File: config.mk
export PLATFORM = sky130hd
export DESIGN_NAME = reg_delay_var
export DESIGN_NICKNAME = d
export VERILOG_FILES = /design/src/rtl/dpram_sdp.sv /design/src/rtl/reg_delay_var.sv
export SDC_FILE = /design/constraint.sdc
export NUM_CORES = 1
export LEC_CHECK = 0
export BUFFER_PORTS_ARGS = -buffer_cell sky130_fd_sc_hd__clkbuf_2
export CAP_MARGIN = 0
export CORE_ASPECT_RATIO = 1.2
export CORE_UTILIZATION = 40
export CTS_BUF_LIST = sky130_fd_sc_hd__clkbuf_8
export DETAILED_ROUTE_END_ITERATION = 6
export MAX_ROUTING_LAYER = met4
export PLACE_DENSITY_LB_ADDON = 0.15
export SLEW_MARGIN = 20
export SYNTH_ARGS = -nofsm -noshare
export SYNTH_HDL_FRONTEND = slang
export SYNTH_SLANG_ARGS = --single-unit
File: constraint.sdc
create_clock -name clk -period 4.1 [get_ports clk]
set_clock_uncertainty 0.05 [all_clocks]
set_input_delay 1.23 -clock clk [delete_from_list [all_inputs] [get_ports clk]]
set_output_delay 1.23 -clock clk [all_outputs]
set_load 0.02 [all_outputs]
File: src/rtl/dpram_sdp.sv
// Simple dual-port RAM: one synchronous write port, one synchronous read port, no reset.
// Latency: read data appears one clk after a read-enabled cycle and holds while re=0.
// Backpressure: none; re freezes the read register, we gates the write.
// Ports:
//   clk          write and read clock
//   we/waddr/wdata  write port
//   re/raddr/rdata  registered read port
// Reading and writing the same address in one clk returns the old contents. The delay
// line never does this, so no bypass is provided.
module dpram_sdp #(
  parameter int width = 16,
  parameter int aw    = 6
) (
  input  logic             clk,
  input  logic             we,
  input  logic [aw-1:0]    waddr,
  input  logic [width-1:0] wdata,
  input  logic             re,
  input  logic [aw-1:0]    raddr,
  output logic [width-1:0] rdata
);

  logic [width-1:0] mem [0:(1<<aw)-1];

  always_ff @(posedge clk) begin
    if (we) begin
      mem[waddr] <= wdata;
    end
    if (re) begin
      rdata <= mem[raddr];
    end
  end

endmodule

File: src/rtl/reg_delay_var.sv
// Runtime-programmable multi-lane delay line built on a circular buffer in one SDP RAM.
// Latency: len_cur gated samples (0 = combinational passthrough); len changes apply one clk later.
// Backpressure: none; gate=0 freezes write pointer, fill count and output.
// Ports:
//   clk, reset     rising-edge clock, asynchronous active-high reset
//   gate           sample enable, one capture per clk with gate=1
//   len            requested delay, saturated to maxlen
//   din / dout     nch lanes of dw bits, lane i at [i*dw +: dw]
//   dout_valid     dout carries real delayed data rather than flush zeros
//   len_cur        delay currently in effect
module reg_delay_var #(
  parameter int dw  = 16,
  parameter int nch = 1,
  parameter int aw  = 6,
  parameter int lw  = 7
) (
  input  logic              clk,
  input  logic              reset,
  input  logic              gate,
  input  logic [lw-1:0]     len,
  input  logic [nch*dw-1:0] din,
  output logic [nch*dw-1:0] dout,
  output logic              dout_valid,
  output logic [lw-1:0]     len_cur
);

  localparam int            maxlen   = 1 << aw;
  localparam logic [lw-1:0] maxlen_l = lw'(maxlen);
  localparam int            width    = nch * dw;

  logic [lw-1:0]    len_sat;
  logic             len_chg;
  logic [lw-1:0]    len_r;
  logic [aw-1:0]    wp;
  logic [aw-1:0]    rd_addr;
  logic [lw-1:0]    fill;
  logic [width-1:0] byp_q;
  logic [width-1:0] ram_q;
  logic [width-1:0] dout_reg;
  logic             ram_src;
  logic             live;

  assign len_sat = (len > maxlen_l) ? maxlen_l : len;
  assign len_chg = (len_sat != len_r);

  // Slot written L-1 captures before the current one. For L=maxlen the low aw bits of
  // len_r are zero, so the subtraction wraps to maxlen-1 as intended. The result equals
  // wp only for L=1, which takes the bypass register instead of the RAM.
  assign rd_addr = wp - (len_r[aw-1:0] - {{(aw-1){1'b0}}, 1'b1});

  dpram_sdp #(
    .width (width),
    .aw    (aw)
  ) u_ram (
    .clk   (clk),
    .we    (gate),
    .waddr (wp),
    .wdata (din),
    .re    (gate),
    .raddr (rd_addr),
    .rdata (ram_q)
  );

  // Write pointer keeps advancing across length changes: the RAM history stays
  // contiguous, and the fill count alone decides when reads are trustworthy again.
  always_ff @(posedge clk or posedge reset) begin
    if (reset) begin
      wp <= '0;
    end else if (gate) begin
      wp <= wp + {{(aw-1){1'b0}}, 1'b1};
    end
  end

  always_ff @(posedge clk or posedge reset) begin
    if (reset) begin
      len_r <= '0;
    end else begin
      len_r <= len_sat;
    end
  end

  // A change of delay restarts the fill count; a capture in the same clk is written
  // to the RAM but deliberately not counted, since it belongs to neither length.
  always_ff @(posedge clk or posedge reset) begin
    if (reset) begin
      fill <= '0;
    end else if (len_chg) begin
      fill <= '0;
    end else if (gate && (fill != maxlen_l)) begin
      fill <= fill + {{(lw-1){1'b0}}, 1'b1};
    end
  end

  // The output register is split into a bypass register (L=1) and the RAM read
  // register (L>=2). ram_src picks which one the last capture loaded; live clears
  // on reset and on a length change so the combined register reads as zero.
  always_ff @(posedge clk or posedge reset) begin
    if (reset) begin
      byp_q   <= '0;
      ram_src <= 1'b0;
      live    <= 1'b0;
    end else if (len_chg) begin
      byp_q   <= '0;
      ram_src <= 1'b0;
      live    <= 1'b0;
    end else if (gate) begin
      if (len_r == {{(lw-1){1'b0}}, 1'b1}) begin
        byp_q <= din;
      end
      ram_src <= (len_r > {{(lw-1){1'b0}}, 1'b1});
      live    <= 1'b1;
    end
  end

  assign dout_reg = live ? (ram_src ? ram_q : byp_q) : '0;

  assign dout_valid = (len_r == '0) | (fill >= len_r);
  assign len_cur    = len_r;

  // Mask keeps stale RAM contents (never cleared) off the output until the
  // buffer has been refilled at the current length.
  always_comb begin
    dout = '0;
    if (len_r == '0) begin
      dout = din;
    end else if (dout_valid) begin
      dout = dout_reg;
    end
  end

endmodule

# ---- Word level (Yosys, flattened, before mapping)
# Memory sizes are Yosys's and may differ from the RTL's. A register that Yosys moved wholly into a read port is not among the register bits.
# Index checks and enable logic that the tools add are counted.
dict set report classes {
  add_sub_neg 4
  magnitude_cmp 3
  n_eq_ne 3
  n_mux 16
  bitwise_logic 1
  n_reduce_logical 6
}
# operator count
set op_table {}
lappend op_table {{$mux W16} 7}
lappend op_table {{$mux W7} 3}
lappend op_table {{$add A7 B1 Y7 const B} 1}
lappend op_table {{$eq A7 B1 Y1 const B} 1}
lappend op_table {{$ge A7 B7 Y1} 1}
lappend op_table {{$gt A7 B1 Y1 const B} 1}
lappend op_table {{$gt A7 B7 Y1 const B} 1}
lappend op_table {{$logic_not A7 Y1} 1}
lappend op_table {{$ne A7 B7 Y1} 1}
lappend op_table {{$ne A7 B7 Y1 const B} 1}
lappend op_table {{$add A6 B1 Y6 const B} 1}
lappend op_table {{$mux W1} 6}
lappend op_table {{$reduce_bool A2 Y1} 3}
lappend op_table {{$sub A6 B1 Y6 const B} 1}
lappend op_table {{$sub A6 B6 Y6} 1}
lappend op_table {{$reduce_and A2 Y1} 1}
lappend op_table {{$logic_and A1 B1 Y1} 1}
lappend op_table {{$or A1 B1 Y1} 1}
dict set report totals {
  register_bits 38
  mem_bits_rw 1024
  inputBits 26
  out_inout_bits 24
  wordCells 40
  mem_count 1
}
# memory words word_bits rd rd_clocked_by_memory_dff write_ports line
set mem_list {}
lappend mem_list {u_ram.mem 64 16 1 1 1 dpram_sdp.sv:23} ;# logic [width-1:0] mem [0:(1<<aw)-1];

# ---- Depth between registers and ports, before layout
# Gate-level depths: netlist of run 1.
dict set report logic_depth {
  depth_word 5
  depth_mapped 14
  depth_no_buf 12
}

# ---- Hierarchy
# Synthesis of run 1 repeated with hierarchy kept, for this count alone.
dict set report unflattened {
  hier_cells 2106
  hier_area_um2 42807.3
}
# mod n_inst cells_each area_each_um2
set by_module_without_submodules {}
lappend by_module_without_submodules {dpram_sdp 1 1829 40202.3}
lappend by_module_without_submodules {reg_delay_var 1 277 2605.0}

# ---- Least setup slack after synthesis of run 1
# No wires, ideal clock.
dict set report synth_path {
  path_type {register to register}
  start {reg len_r[1], in the netlist len_cur[1]}
  end {reg u_ram.rdata[13], read port of u_ram.mem (data pin)}
  setup_ns 0.264
  arrival_time_ns 3.223
  path_slack_ns 0.562
  stages_incl_launch_ff 13
  n_path_buf 4
  path_cell_list {dfrtp_1 > ha_1 > inv_1 > ha_1 > inv_1 > fa_1 > clkbuf_1 > buf_2 > buf_1 > clkbuf_1 > mux4_2 > a22oi_1 > o21ai_0}
}
dict set report synth_between {
  elab_chain_len 2
}
# item line
set synth_rtl {}
lappend synth_rtl {{start: declaration} reg_delay_var.sv:33} ;# logic [lw-1:0] len_r;
lappend synth_rtl {{start signal: assignment} reg_delay_var.sv:78} ;# len_r <= len_sat;
lappend synth_rtl {{$sub A6 B1 Y6} reg_delay_var.sv:49} ;# assign rd_addr = wp - (len_r[aw-1:0] - {{(aw-1){1'b0}}, 1'b1});
lappend synth_rtl {{$sub A6 B6 Y6} reg_delay_var.sv:49}
lappend synth_rtl {{end: declaration} dpram_sdp.sv:20} ;# output logic [width-1:0] rdata
# No other way between the ends.
# A chain may end at the register's enable or synchronous reset.

# ---- Worst setup path after layout of run 1
dict set report layout_path {
  start {reg fill[0]}
  end {out dout[0]}
}
dict set report layout_between {
  elab_chain_len 4
}
# item line
set layout_rtl {}
lappend layout_rtl {{start: declaration} reg_delay_var.sv:36} ;# logic [lw-1:0] fill;
lappend layout_rtl {{start signal: assignment} reg_delay_var.sv:90} ;# fill <= fill + {{(lw-1){1'b0}}, 1'b1};
lappend layout_rtl {{$ge A7 B7 Y1} reg_delay_var.sv:117} ;# assign dout_valid = (len_r == '0) | (fill >= len_r);
lappend layout_rtl {{$or A1 B1 Y1} reg_delay_var.sv:117}
lappend layout_rtl {{$mux W16} reg_delay_var.sv:126} ;# end else if (dout_valid) begin
lappend layout_rtl {{$mux W16} reg_delay_var.sv:124} ;# if (len_r == '0) begin
lappend layout_rtl {{end: declaration} reg_delay_var.sv:22} ;# output logic [nch*dw-1:0] dout,
# No other way between the ends.

==> results of run 1 <==
final cells by class:
type	instances	area, sq um
Antenna cell	3	7.51
Inverter	16	63.8
Multi-Input combinational cell	808	9760
Timing Repair Buffer	251	2180
Sequential cell	1078	32200
Clock inverter	116	597
Fill cell	8872	55800
Tap cell	1386	1730
Clock buffer	174	2390
state kept, by name, indices dropped and copies added, names as in the netlist:
name         cells
ram_src          1
fill             7
len_cur          7
live             1
u_ram.mem     1024
byp_q           16
wp               6
u_ram.rdata     16
metal layers:
| metal | global-route usage [%] | wire length, microns | up-vias |
|---|---|---|---|
| met2 | 37.9 | 59800 | 667 |
| met4 | 6.40 | 2390 | 0 |
| met3 | 4.09 | 6040 | 155 |
| met1 | 29.1 | 48500 | 11649 |
| met5 | - | 0 | - |
| li1 | - | - | 8973 |
cell families after synthesis:
logic type / count (synthesis) / synth area share [%]
DFF: 1078 / 76.1
and+or+nand+nor: 318 / 3.37
muxes: 314 / 15.8
AOI/OAI and AO/OA: 134 / 2.20
buffers and inverters: 126 / 1.50
xor gates and xnor gates: 20 / 0.432
adders and majority gates: 20 / 0.609
cells in the final DEF, fill, tap and decap left out, types with 9 or more instances in the layout:
cell / Yosys / layout
sky130_fd_sc_hd__nand2_1: 117 / 115
sky130_fd_sc_hd__ha_1: 19 / 15
sky130_fd_sc_hd__a22oi_1: 17 / 16
sky130_fd_sc_hd__o21ai_0: 26 / 10
sky130_fd_sc_hd__clkbuf_8: 0 / 175
sky130_fd_sc_hd__mux2_2: 24 / 24
sky130_fd_sc_hd__inv_1: 15 / 56
sky130_fd_sc_hd__xnor2_1: 12 / 11
sky130_fd_sc_hd__clkinvlp_4: 0 / 9
sky130_fd_sc_hd__clkinv_1: 0 / 36
sky130_fd_sc_hd__mux4_2: 279 / 279
sky130_fd_sc_hd__buf_4: 24 / 177
sky130_fd_sc_hd__a21oi_1: 24 / 22
sky130_fd_sc_hd__edfxtp_1: 1040 / 1040
sky130_fd_sc_hd__dfrtp_1: 38 / 34
sky130_fd_sc_hd__a211oi_1: 12 / 12
sky130_fd_sc_hd__clkbuf_2: 0 / 33
sky130_fd_sc_hd__clkinv_2: 0 / 17
sky130_fd_sc_hd__buf_12: 0 / 21
sky130_fd_sc_hd__nor2_1: 95 / 86
sky130_fd_sc_hd__nand3_1: 39 / 38
sky130_fd_sc_hd__nor3_1: 15 / 14
sky130_fd_sc_hd__mux2i_1: 10 / 10
sky130_fd_sc_hd__nor2_2: 0 / 9
sky130_fd_sc_hd__o22ai_1: 10 / 10
per-stage QoR:
step | TNS (ns) | instances
after floorplan | 0 | 2010
after global placement | 0 | 3527
after detailed placement | 0 | 3527
after CTS | -0.114 | 3824
after global routing | -0.0914 | 3831
final | 0 | 3832
what timing repair did:
item | in CTS | in global routing
resized for setup | 79 | 14
setup buffers | 6 | 4
gates cloned | 2 | 1
pin swaps | 15 | 2
setup endpoints to repair | 17 | 21
worst max-delay path by stage:
stage | from | end | slack, ns | depth (start not counted)
after floorplan | len_cur[1] | u_ram.rdata[13] | 0.56 | 12
after global placement | wp[1] | u_ram.rdata[11] | 0.22 | 11
after detailed placement | wp[1] | u_ram.rdata[1] | 0.27 | 11
after CTS | fill[0] | dout[7] | -0.03 | 9
after global routing | fill[0] | dout[0] | -0.04 | 9
final | fill[0] | dout[0] | 0.05 | 9
where the power goes:
part / internal [W] / switching, W / total [W]
combinational: 0.00788 / 0.0102 / 0.0181
sequential: 0.0128 / 0.000174 / 0.0129
clock: 0.00407 / 0.00421 / 0.00827
total: 0.0247 / 0.0146 / 0.0393
worst reg2reg max path, cell delays in order, from the launching register on:
cell and delay [ns]:
sky130_fd_sc_hd__dfrtp_2 0.43, sky130_fd_sc_hd__buf_4 0.17, sky130_fd_sc_hd__buf_4 0.14, sky130_fd_sc_hd__clkinvlp_4 0.12, sky130_fd_sc_hd__ha_4 0.16, sky130_fd_sc_hd__ha_4 0.13, sky130_fd_sc_hd__inv_1 0.05, sky130_fd_sc_hd__fa_4 0.88
sky130_fd_sc_hd__buf_16 0.22, sky130_fd_sc_hd__clkbuf_16 0.30, sky130_fd_sc_hd__mux4_2 0.30, sky130_fd_sc_hd__mux4_2 0.57, sky130_fd_sc_hd__o211a_1 0.24
cell usage after synthesis (7+ instances only):
cell and instances:
sky130_fd_sc_hd__nor2_1 95, sky130_fd_sc_hd__dfrtp_1 38, sky130_fd_sc_hd__o22ai_1 10, sky130_fd_sc_hd__o21ai_0 26
sky130_fd_sc_hd__mux4_2 279, sky130_fd_sc_hd__buf_4 24, sky130_fd_sc_hd__a211oi_1 12, sky130_fd_sc_hd__and2_1 9
sky130_fd_sc_hd__mux2_2 24, sky130_fd_sc_hd__ha_1 19, sky130_fd_sc_hd__xor2_1 7, sky130_fd_sc_hd__a22oi_1 17
sky130_fd_sc_hd__nor3_1 15, sky130_fd_sc_hd__a21oi_1 24, sky130_fd_sc_hd__mux2i_1 10, sky130_fd_sc_hd__nor2b_1 8
sky130_fd_sc_hd__nand2_1 117, sky130_fd_sc_hd__xnor2_1 12, sky130_fd_sc_hd__inv_1 15, sky130_fd_sc_hd__buf_2 31
sky130_fd_sc_hd__nand3_1 39, sky130_fd_sc_hd__edfxtp_1 1040, sky130_fd_sc_hd__clkbuf_1 46
==> results.txt, run 1 <==
The H-tree level count is 4, and the count of cell types in the netlist is 58. The number of endpoints failing setup at the final stage was 0; the clock insertion delay at the later pin of the skew report was 0.88 ns. Total congestion overflow after global routing: 0.

Walking the worst path, the cells encountered are inv_2 > ha_4 > nand2b_4 > a21o_1 > a21o_1 > a21oi_4 > o21a_4 > o21ai_2 > clkbuf_8. Number of sinks on the clock net: 1,078. For this run, the detailed router's first-pass iteration total came to 5.

The slew at the pin closest to its max-slew limit was 0.901 ns. The synthesized design spends more area on one cell type than any other, namely sky130_fd_sc_hd__edfxtp_1. The tool flagged a number of max-cap violations equal to 0.

The worst reg-to-reg setup slack was 0.09 ns; the overall power after layout was 0.0393 W. The synthesized netlist occupies a cell area of 0.0423 sq mm. Yosys mapped a number of flops with a built-in enable equal to 1,040. STA puts the critical path data arrival time at 2.77 ns.

The worst reg2reg path depth is 12, and the post-placement cell area is 0.0455 sq mm. Setup repair after global routing could not meet its margin everywhere. The flow ran to the end, and the final reports show no timing, DRC or antenna violations. The logs give 0 for the count of endpoints failing hold in the final timing report and 22,313 for the via count of the first global-routing pass. Entering global routing, the biggest net connects 66 pins.

The first global-routing pass estimated 166,000 microns of wire. The total area inside the core boundary comes to 0.105 sq mm. On the worst path, the slowest cell contributes a delay of 0.39 ns. For the worst setup slack after layout, the log shows 0.0504 ns. TritonCTS built the clock tree. The number of warning messages in the yosys log came out at 0. For the static leakage, the log shows 15.9 nW. For the worst slew margin relative to its limit, the log shows 39.9%. For the worst setup path, the data required time is 2.82 ns.

Die extent in x: 299 microns. The number of top-level pins came out at 50. The startpoint identified for the worst register-to-register timing path is len_cur[0].

The tightest min-delay check is of the input port to asynchronous set/reset pin type. Dividing the final minimum period by the clock period gives 98.8%. Cell with the most instances on the worst path: sky130_fd_sc_hd__a21o_1. The routed layout has 21,444 vias. The clock period minus worst slack came out at 4.05 ns. Synthesis produced a netlist with a net count of 2,056.

In the synthesized netlist the dominant register cell turns out to be sky130_fd_sc_hd__edfxtp_1. Each instance of the synthesized netlist takes up on average 21.0 sq um. The clock slew at the register clock pins of the worst setup and hold paths came out at 0.07 ns. The area share of the largest cell type after synthesis is 73.8%, and the number of nets at the end of the flow is 2,368. IR analysis of the VDD net gives a maximum drop of 0.664 mV.

The run gives 40.4% as the starting density of the core. The highest-delay cell along the critical path is sky130_fd_sc_hd__dfrtp_1. With fillers left out, the area of the finished cells amounts to 0.0489 sq mm. The critical path is of the register to primary output type. Of all flip-flops after synthesis, the portion carrying an async set or reset was 3.53%. The cell sitting at the root of the clock tree is a sky130_fd_sc_hd__clkbuf_8. The logs give 0 for the final number of max-transition violations and 22.9% for the all-layer global routing usage. The post-detailed-placement half-perimeter wirelength was 72,000 microns; the core occupancy in the finished layout was 46.7%. The count of nets left with antenna violations once routing finished came out at 0. The die height was 358 microns; the count of buffering cells on the critical path with inverters included was 2.

The worst setup path is launched from a register. The worst register-to-register path ends at u_ram.rdata[11]. The synthesized design contains 1,078 register bits.

CTS buffer count: 167. Summed over all layers, the routed wires come to 117,000 microns. The post-detailed-route DRC marker count was 0; the global placer's final weighted congestion was 0.904. The die covers 0.107 sq mm.

The number of DRC violations after detailed-routing iteration 0 is 1,749. The tightest hold path in the finished design has a slack of 0.414 ns. The total number of placement rows came out at 130. Counting every instance in the synthesized netlist gives 2,010. The post-route netlist has 33.4% of its cells at a drive strength greater than 1.

Buffers placed on the I/O ports in this run total 49. Timing would allow up to 247 MHz. No sink is reached through more buffers than the 3 on the longest clock path. From synthesis to final layout, the design area changed by 15.7%. For the number of antenna violations at the first check in global routing, the log shows 4. The vias per cell works out to 5.60. Post-cts hold buffer count: 0.

Among cell families on the critical path, the largest total delay comes from compound AO/OA/AOI/OAI gates. The maximum net fanout on the critical path was 8; the power density relative to cell area was 803 mW/mm^2. The post-place setup slack came out at 0.269 ns. Sorting the synthesized cells by area gives the leading types as sky130_fd_sc_hd__edfxtp_1, sky130_fd_sc_hd__mux4_2, sky130_fd_sc_hd__dfrtp_1, sky130_fd_sc_hd__nand2_1, sky130_fd_sc_hd__nor2_1. The share of the Yosys chip area taken by registers is 76.1%. In the final routed layout, each cell accounts on average for 30.5 microns. The worst setup path is captured at a primary output.
(Power assumes the default switching activity.)
==> run 2, diff against run 1 <==
--- a/config.mk
+++ b/config.mk
@@ -16,4 +16,6 @@
 export SLEW_MARGIN = 20
 export SYNTH_ARGS = -nofsm -noshare
 export SYNTH_HDL_FRONTEND = slang
+export SYNTH_HIERARCHICAL = 1
 export SYNTH_SLANG_ARGS = --single-unit
+export TNS_END_PERCENT = 10
==> run 2 against run 1 <==
Maximum frequency is 0.65% lower; combinational power is 3% lower; utilization is 0.45 points lower; sequential share of layout area is 0.28 points lower.
==> results.txt, run 2 <==
The maximum net fanout on the critical path works out to 8 (unchanged). The run gives 0.87 ns (about the same) as the clock insertion delay at the later pin of the skew report. The area of all sequential standard cells was 0.0322 sq mm (about the same); the number of non-filler instances in the completed layout was 3,945 (+2.9%).

For the largest voltage drop on the vdd net, the log shows 1.66 mV (+150%). The first element of the critical path is len_cur[0]. The combinational share of power is 45.3% (-0.7 points), and the post-cts hold buffer count is 0 (unchanged). The worst reg2reg path endpoint was u_ram/rdata[12]. The tools report the kind of launch point of the worst setup path as a register. The switching portion of total power was 37.7% (+0.60 points); the worst reg-to-reg setup slack was 0.11 ns (+0.02 ns). The number of sinks on the clock net is 1,078 (unchanged), and the number of buffers inserted by port buffering is 49 (unchanged).

The slew at the pin closest to its max-slew limit is 1.17 ns (+0.270 ns). The post-detailed-placement half-perimeter wirelength is 72,000 microns (about the same). CTS placed an instance of sky130_fd_sc_hd__clkbuf_8 at the clock tree root.

The largest total area in the synthesized netlist belongs to sky130_fd_sc_hd__edfxtp_1. Part of the power in the clock network: 21.4% (+0.3 points). The vias per cell was 5.58 (-0.33%). For the pin count of the biggest net entering global routing, the log shows 66 (unchanged). The power density relative to cell area was 792 mW/mm^2 (-1.4%). TritonCTS built the clock tree.

The number of iterations in the first detailed-routing pass came out at 7 (+2). The logs give 131 (+0.77%) for the total number of placement rows and 2.80 ns (+0.03 ns) for the data arrival at the endpoint of the critical path. The number of antenna violations at the first check in global routing was 6 (+2). The CTS buffer count is 167 (unchanged).

Tightest hold margin: 0.433 ns (+0.0193 ns). Among all flip-flop cells after synthesis, the most frequent one is sky130_fd_sc_hd__edfxtp_1. The global placer's final weighted congestion is 0.875 (-3.3%). The logs give 2.82 ns (about the same) for the required time reported for the critical path endpoint and 75.2% (-0.92 points) for the post-synthesis sequential area ratio. Setup repair after global routing could not meet its margin everywhere. Synthesized area per cell: 20.3 sq um (-3.4%). For the total placed cells including tap cells, the log shows 3,634 (+3.0%). The most common cell after layout, fill and taps aside is sky130_fd_sc_hd__edfxtp_1. The commonest cells after synthesis are sky130_fd_sc_hd__edfxtp_1, sky130_fd_sc_hd__mux4_2, sky130_fd_sc_hd__mux2i_1. The number of synthesized flops with an enable pin was 1,040 (unchanged). The run finished with clean final reports. Post-synthesis sequential element count: 1,078 (unchanged). The via count of the first global-routing pass is 22,719 (+1.8%), and the area share of the largest cell type after synthesis is 73.0% (-0.89 points). For the sequential share of power, the log shows 33.3% (+0.4 points).

The final number of max-transition violations is 0 (unchanged), and the achievable frequency is 245 MHz (-0.65%). The total length of routed met3 wires came out at 8380 microns (+39%). The run gives 0 (unchanged) as the count of endpoints failing hold in the final timing report.

For the area of the die, the log shows 0.108 sq mm (+1.2%). Routed signal wires occupy layers up through met4. For the number of endpoints failing setup at the final stage, the log shows 0 (unchanged). The highest-delay cell along the critical path was sky130_fd_sc_hd__dfrtp_2. The run gives 0 (unchanged) as the count of nets left with antenna violations after detail routing. The largest registers in the layout are u_ram/mem x1024, byp_q x16, u_ram/rdata x16.

Class of the tightest hold or removal check: input port to asynchronous set/reset pin. The tools report the multi-input combinational cell area as 0.00996 sq mm (+2.0%). Overall routed net length: 116,000 microns (-0.89%). Yosys instantiated no cell more often than sky130_fd_sc_hd__edfxtp_1. The period utilization was 99.4% (+0.65 points). The logs give 0 (unchanged) for the post-detailed-route DRC marker count and 0.106 sq mm (+1.4%) for the floorplan core area.

The number of standard cells after synthesis came out at 2,106 (+4.8%). In this run the critical register-to-register path is launched from len_cur[0]. The run gives 6 (+6) as the number of warning messages in the yosys log. Post-synthesis net count: 2,152 (+4.7%).

The met2 layer wire length in the routed design is 58,000 microns (-3.0%). The logs give 0.0147 W (+0.64%) for the reported net switching power and 45,800 microns (-5.6%) for the met1 layer wirelength in the final routing. For the all-layer global routing usage, the log shows 22.4% (-0.54 points). The die extent in x was 301 microns (+0.60%); the number of DRC violations after detailed-routing iteration 0 was 2,000 (+14%). The maximum buffer depth of the clock tree was 3 (unchanged). The worst reg2reg path depth is 12 (unchanged), and the number of flip-flops in the largest register is 1,024 (unchanged). The share of flip-flops with an asynchronous set or reset after synthesis came out at 3.53% (unchanged). In the layout the commonest cells are sky130_fd_sc_hd__edfxtp_1, sky130_fd_sc_hd__mux4_2, sky130_fd_sc_hd__buf_4, sky130_fd_sc_hd__clkbuf_8, sky130_fd_sc_hd__mux2i_1. The worst slew margin relative to its limit was 21.7% (-18 points); the largest incremental delay on the critical path was 0.43 ns (+0.04 ns). The static leakage is 16.3 nW (+2.7%), and the count of cell types in the netlist is 62 (+6.9%). Final routed wire length divided by cell count: 29.3 microns (-3.7%). In this design, the largest share of critical-path delay is due to compound AO/OA/AOI/OAI gates. The clock period minus worst slack is 4.08 ns (+0.0265 ns), and the count of buffering cells on the critical path with inverters included is 3 (+1). By area the synthesized netlist is led by sky130_fd_sc_hd__edfxtp_1, sky130_fd_sc_hd__mux4_2, sky130_fd_sc_hd__mux2i_1, sky130_fd_sc_hd__dfrtp_1, sky130_fd_sc_hd__mux2_2.

The routed via count was 22,004 (+2.6%); the clock slew at the register clock pins of the worst setup and hold paths was 0.06 ns (about the same). The number of nets at the end of the flow came out at 2,463 (+4.0%). The first-pass GRT wire length came out at 165,000 microns (-0.80%). The fraction of final layout cells sized beyond drive strength 1 was 30.4% (-3.0 points). Traced cell by cell, the critical path runs through ha_4 > nand2b_4 > a211o_1 > a211oi_4 > buf_6 > buf_12 > o21ai_1 > buf_2. The kind of end point of the critical path is a primary output. The die height came out at 360 microns (+0.60%).

The run gives 9,005 (+1.5%) as the final-layout fill cell count. The H-tree level count is 4 (unchanged), and the area growth from synthesis to layout is 14.8%. The cell area after synthesis was 0.0428 sq mm (+1.2%). The setup path with the least slack is of type register to primary output. The number of top-level pins is 50 (unchanged). Ranked by flip-flop count, first place goes to u_ram/mem.

The run gives 0 (unchanged) as the total congestion overflow after global routing. The internal power of the cells was 0.0242 W (-1.9%). The number of max-cap violations is 0 (unchanged).

The starting density of the core is 40.3% (-0.070 points).
[run 2: changes by cell type after synthesis, sizes merged, moves of 12 or more]
cell    change
a22oi      +22
mux4       -56
buf        +20
nand2      -34
mux2       +19
mux2i      +92
nor3       +12
nor2b      +30
a221oi     +17
nand4      +14
[run 2: metal layers]
layer | up-vias | global-route usage [%]
li1 | 9322 | -
met1 | 11794 | 27.6
met2 | 705 | 36.0
met3 | 183 | 5.63
met4 | 0 | 7.40
met5 | - | -
[run 2: logic make-up (layout without fill, tap and decap cells)]
logic type / count (synthesis) / in the layout / share of synthesized area, %
xor+xnor: 16 / 16 / 0.327
flops: 1078 / 1078 / 75.2
other cells: 0 / 3 / 0
compound gates: 164 / 164 / 2.81
fa+ha+maj: 20 / 20 / 0.602
mux: 369 / 369 / 15.3
buf+inv: 137 / 577 / 2.05
simple gates: 322 / 322 / 3.70
[run 2: worst max path at each step]
stage | to | slack [ns] | cells past startpoint
after floorplan | dout[10] | 0.71 | 6
after global placement | u_ram/rdata[10] | 0.03 | 12
after detailed placement | u_ram/rdata[10] | 0.02 | 11
after CTS | dout[6] | -0.03 | 8
after global routing | dout[7] | -0.11 | 9
final | dout[7] | 0.02 | 8
[run 2: area by class of cell]
cell class,count,share of cell area [%]
antenna,3,0.0153
clock buffer,170,4.76
clock inverter,128,1.38
inverter,17,0.155
multi-input combinational,891,20.3
sequential,1078,65.5
tap,1396,3.56
timing repair buffer,262,4.36
[run 2: tightest hold or removal path, stage by stage]
cell and delay (ns):
sky130_fd_sc_hd__clkbuf_2 0.08, sky130_fd_sc_hd__inv_1 0.04, sky130_fd_sc_hd__buf_4 0.46
[run 2: power groups by stage]
stage / registers [W] / logic [W] / clock network (W)
floorplan: 0.0131 / 0.0104 / 0
global placement: 0.0132 / 0.0177 / 0
detailed placement: 0.0132 / 0.0178 / 0
CTS: 0.0129 / 0.0178 / 0.00857
global route: 0.0130 / 0.0186 / 0.00901
finish: 0.0129 / 0.0176 / 0.00833
[run 2: metrics by stage]
step                setup WS [ns]  util (%)  TNS [ns]  power [W]  cell area [sq um]
floorplan                   0.713         -         0     0.0235              42800
global placement           0.0293      43.1         0     0.0309              45700
detailed placement         0.0194      43.1         0     0.0309              45700
CTS                       -0.0264      46.1    -0.169     0.0394              48900
global route               -0.106      46.3     -1.38     0.0406              49100
finish                     0.0239      46.3         0     0.0389              49100
[run 2: repair_timing]
item / in CTS / in global routing
buffers inserted: 7 / 1
gates resized for setup: 51 / 54
pin swaps: 3 / 8
setup endpoints to repair: 17 / 20
gates cloned: 2 / 0
==> run 3, diff against run 2 <==
==> constraint.sdc (replaced) <==
create_clock -name clk -period 4.4 [get_ports clk]
set_clock_uncertainty 0.05 [all_clocks]
set_input_delay 1.32 -clock clk [delete_from_list [all_inputs] [get_ports clk]]
set_output_delay 1.32 -clock clk [all_outputs]
set_load 0.02 [all_outputs]
==> run 3 against run 2 <==
Via count shrank 1.1%; count of clock-buffer cells in the layout grew 8; non-clock buffer count is 28 lower; critical path depth did not move; largest power group unchanged.
==> results.txt, run 3 (synthesis results as in run 2) <==
The slew at the pin closest to its max-slew limit was 0.991 ns (-0.181 ns); the post-detailed-placement half-perimeter wirelength was 72,600 microns (+0.88%). The most critical setup path has its startpoint at wp[4]. The worst setup path is captured at a register.

The die height was 360 microns (unchanged); the static leakage was 16.1 nW (-1.2%). The logs give 0 (unchanged) for the number of endpoints failing setup at the final stage and 172 (+3.0%) for the CTS buffer count. Number of DRC violations after detailed-routing iteration 0: 2,060 (+3.0%). The data arrival at the endpoint of the critical path was 4.89 ns (+2.09 ns).

The number of buffers inserted by port buffering came out at 49 (unchanged). The largest registers in the layout are u_ram/mem x1024, byp_q x16, u_ram/rdata x16. The number of top-level pins was 50 (unchanged). The worst slew margin relative to its limit was 34.0% (+12 points); the tightest hold margin was 0.530 ns (+0.0962 ns). TritonCTS built the clock tree. The clock slew at the register clock pins of the worst setup and hold paths is 0.06 ns (about the same). The die extent in x was 301 microns (unchanged). The uppermost signal routing layer after detailed routing was met4. For the clock insertion delay at the later pin of the skew report, the log shows 0.84 ns (-0.03 ns). The maximum net fanout on the critical path is 13 (+5). The pin count of the biggest net entering global routing came out at 66 (unchanged). The number of iterations in the first detailed-routing pass was 5 (-2).

The fraction of final layout cells sized beyond drive strength 1 was 28.9% (-1.4 points); the worst setup slack after layout was 0.0298 ns (+0.00584 ns). The first-pass GRT wire length was 166,000 microns (+0.66%); the largest voltage drop on the vdd net was 0.903 mV (-45%). The global placer's final weighted congestion was 0.879 (+0.54%).

The worst reg-to-reg setup slack is 0.03 ns (-0.08 ns), and the total congestion overflow after global routing is 0 (unchanged). The top cell types in the final layout, fill and taps aside, are sky130_fd_sc_hd__edfxtp_1, sky130_fd_sc_hd__mux4_2, sky130_fd_sc_hd__clkbuf_8, sky130_fd_sc_hd__buf_4, sky130_fd_sc_hd__mux2i_1. The library cell used most frequently in the layout, excluding fill and tap cells, is sky130_fd_sc_hd__edfxtp_1. Of the available clock period, the critical path in the final layout requires 99.3%. Power density relative to cell area: 734 mW/mm^2 (-7.3%). The run finished with clean final reports. The tools report the all-layer global routing usage as 22.5% (+0.17 points). The number of flip-flops in the largest register was 1,024 (unchanged).

The number of sinks on the clock net is 1,078 (unchanged). The achievable frequency came out at 229 MHz. The number of nets at the end of the flow was 2,440 (-0.93%).

The final number of max-transition violations is 0 (unchanged), and the starting density of the core is 40.3% (unchanged). For the post-place setup slack, the log shows 0.0957 ns (+0.0763 ns). The routed via count was 21,769 (-1.1%).

The total length of routed met3 wires is 6200 microns (-26%). The vias per cell came out at 5.54 (-0.74%). The worst setup path is of the register to register kind.

Floorplan core area: 0.106 sq mm (unchanged). The path class of the tightest hold or removal check is input port to asynchronous set/reset pin. The H-tree level count was 4 (unchanged).

The clock period minus worst slack is 4.37 ns. The final routed wire length divided by cell count is 29.6 microns (+0.99%). The startpoint identified for the worst register-to-register timing path is wp[4]. The number of antenna violations at the first check in global routing was 11 (+5); the worst reg2reg path depth was 8 (-4).

The met1 layer wirelength in the final routing is 47,500 microns (+3.6%). u_ram/mem holds more flip-flops than any other register. Overall routed net length: 116,000 microns (+0.66%). The run gives 4.92 ns (+2.10 ns) as the required time reported for the critical path endpoint. CTS placed an instance of sky130_fd_sc_hd__clkbuf_8 at the clock tree root. The via count of the first global-routing pass was 22,452 (-1.2%). The maximum buffer depth of the clock tree came out at 3 (unchanged).

The tools report the kind of launch point of the worst setup path as a register. The logs give 0.108 sq mm (unchanged) for the area of the die and 59,700 microns (+3.1%) for the met2 layer wire length in the routed design. The number of max-cap violations was 0 (unchanged); the post-detailed-route DRC marker count was 0 (unchanged). From synthesis to final layout, the design area changed by 13.8%. Setup repair after global routing could not meet its margin everywhere. The count of endpoints failing hold in the final timing report came out at 0 (unchanged). Total number of placement rows: 131 (unchanged). Count of nets left with antenna violations after detail routing: 0 (unchanged). Final-layout fill cell count: 9,030 (+0.28%).
[run 3: cell types whose count changed in the layout (fill, tap and decap cells not counted), moves of 6 or more]
cell	change
sky130_fd_sc_hd__o21ai_4	-6
sky130_fd_sc_hd__clkinv_2	+10
sky130_fd_sc_hd__clkbuf_2	+15
sky130_fd_sc_hd__buf_4	-23
sky130_fd_sc_hd__o21ai_2	-7
sky130_fd_sc_hd__o21ai_1	+9
sky130_fd_sc_hd__clkbuf_8	+7
sky130_fd_sc_hd__buf_6	-11
[run 3: path summary, 6_finish.rpt]
check,end
min reg2reg,wp[1]
max in group asynchronous,len_cur[0]
max reg2reg,u_ram/rdata[8]
min in group clk,wp[1]
max,u_ram/rdata[8]
min,wp[1]
[run 3: worst max-delay path, cell delays in order, from the launching register on]
cell	delay (ns)
sky130_fd_sc_hd__dfrtp_1	0.77
sky130_fd_sc_hd__ha_1	0.36
sky130_fd_sc_hd__ha_1	0.33
sky130_fd_sc_hd__xnor2_2	0.74
sky130_fd_sc_hd__buf_4	0.32
sky130_fd_sc_hd__nor2b_1	0.60
sky130_fd_sc_hd__nand3_1	0.14
sky130_fd_sc_hd__a21oi_1	0.65
sky130_fd_sc_hd__nor4_2	0.12
[run 3: what timing repair did]
item,CTS,global route
cloned,0,0
setup buffers,1,0
pin swaps,1,0
hold buffers,0,0
resized for setup,11,8
setup endpoints to repair,15,8
[run 3: final cells by class]
type	instances	area [sq um]	share of cell area (%)
Sequential cell	1078	32200	66.1
Multi-Input combinational cell	891	9820	20.2
Clock buffer	178	2450	5.03
Timing Repair Buffer	234	1780	3.65
Tap cell	1396	1750	3.59
Clock inverter	134	639	1.31
Inverter	17	71.3	0.146
Antenna cell	4	10.0	0.0206
[run 3: report_power, final]
part,internal (W),switching (W),total [W]
logic,0.00636,0.00947,0.0158
registers,0.0119,0.000235,0.0121
clock network,0.00392,0.00388,0.00780
total,0.0222,0.0136,0.0358
[run 3: per-layer routing]
layer,GRT usage [%],vias up
met2,37.1,679
met1,28.5,11651
met5,-,-
met3,3.97,157
met4,6.65,0
li1,-,9282
[run 3: stage by stage]
| step | power [W] | instance area [sq um] | util (%) | setup TNS [ns] | cells |
|---|---|---|---|---|---|
| 3_5_place_dp | 0.0283 | 45600 | 42.9 | 0 | 3615 |
| 6_report | 0.0358 | 48700 | 45.8 | 0 | 3932 |
| 5_1_grt | 0.0372 | 48700 | 45.8 | -0.0100 | 3929 |
| 2_1_floorplan | 0.0219 | 42800 | - | 0 | 2106 |
| 3_3_place_gp | 0.0283 | 45600 | 42.9 | 0 | 3615 |
| 4_1_cts | 0.0362 | 48700 | 45.8 | -0.115 | 3928 |
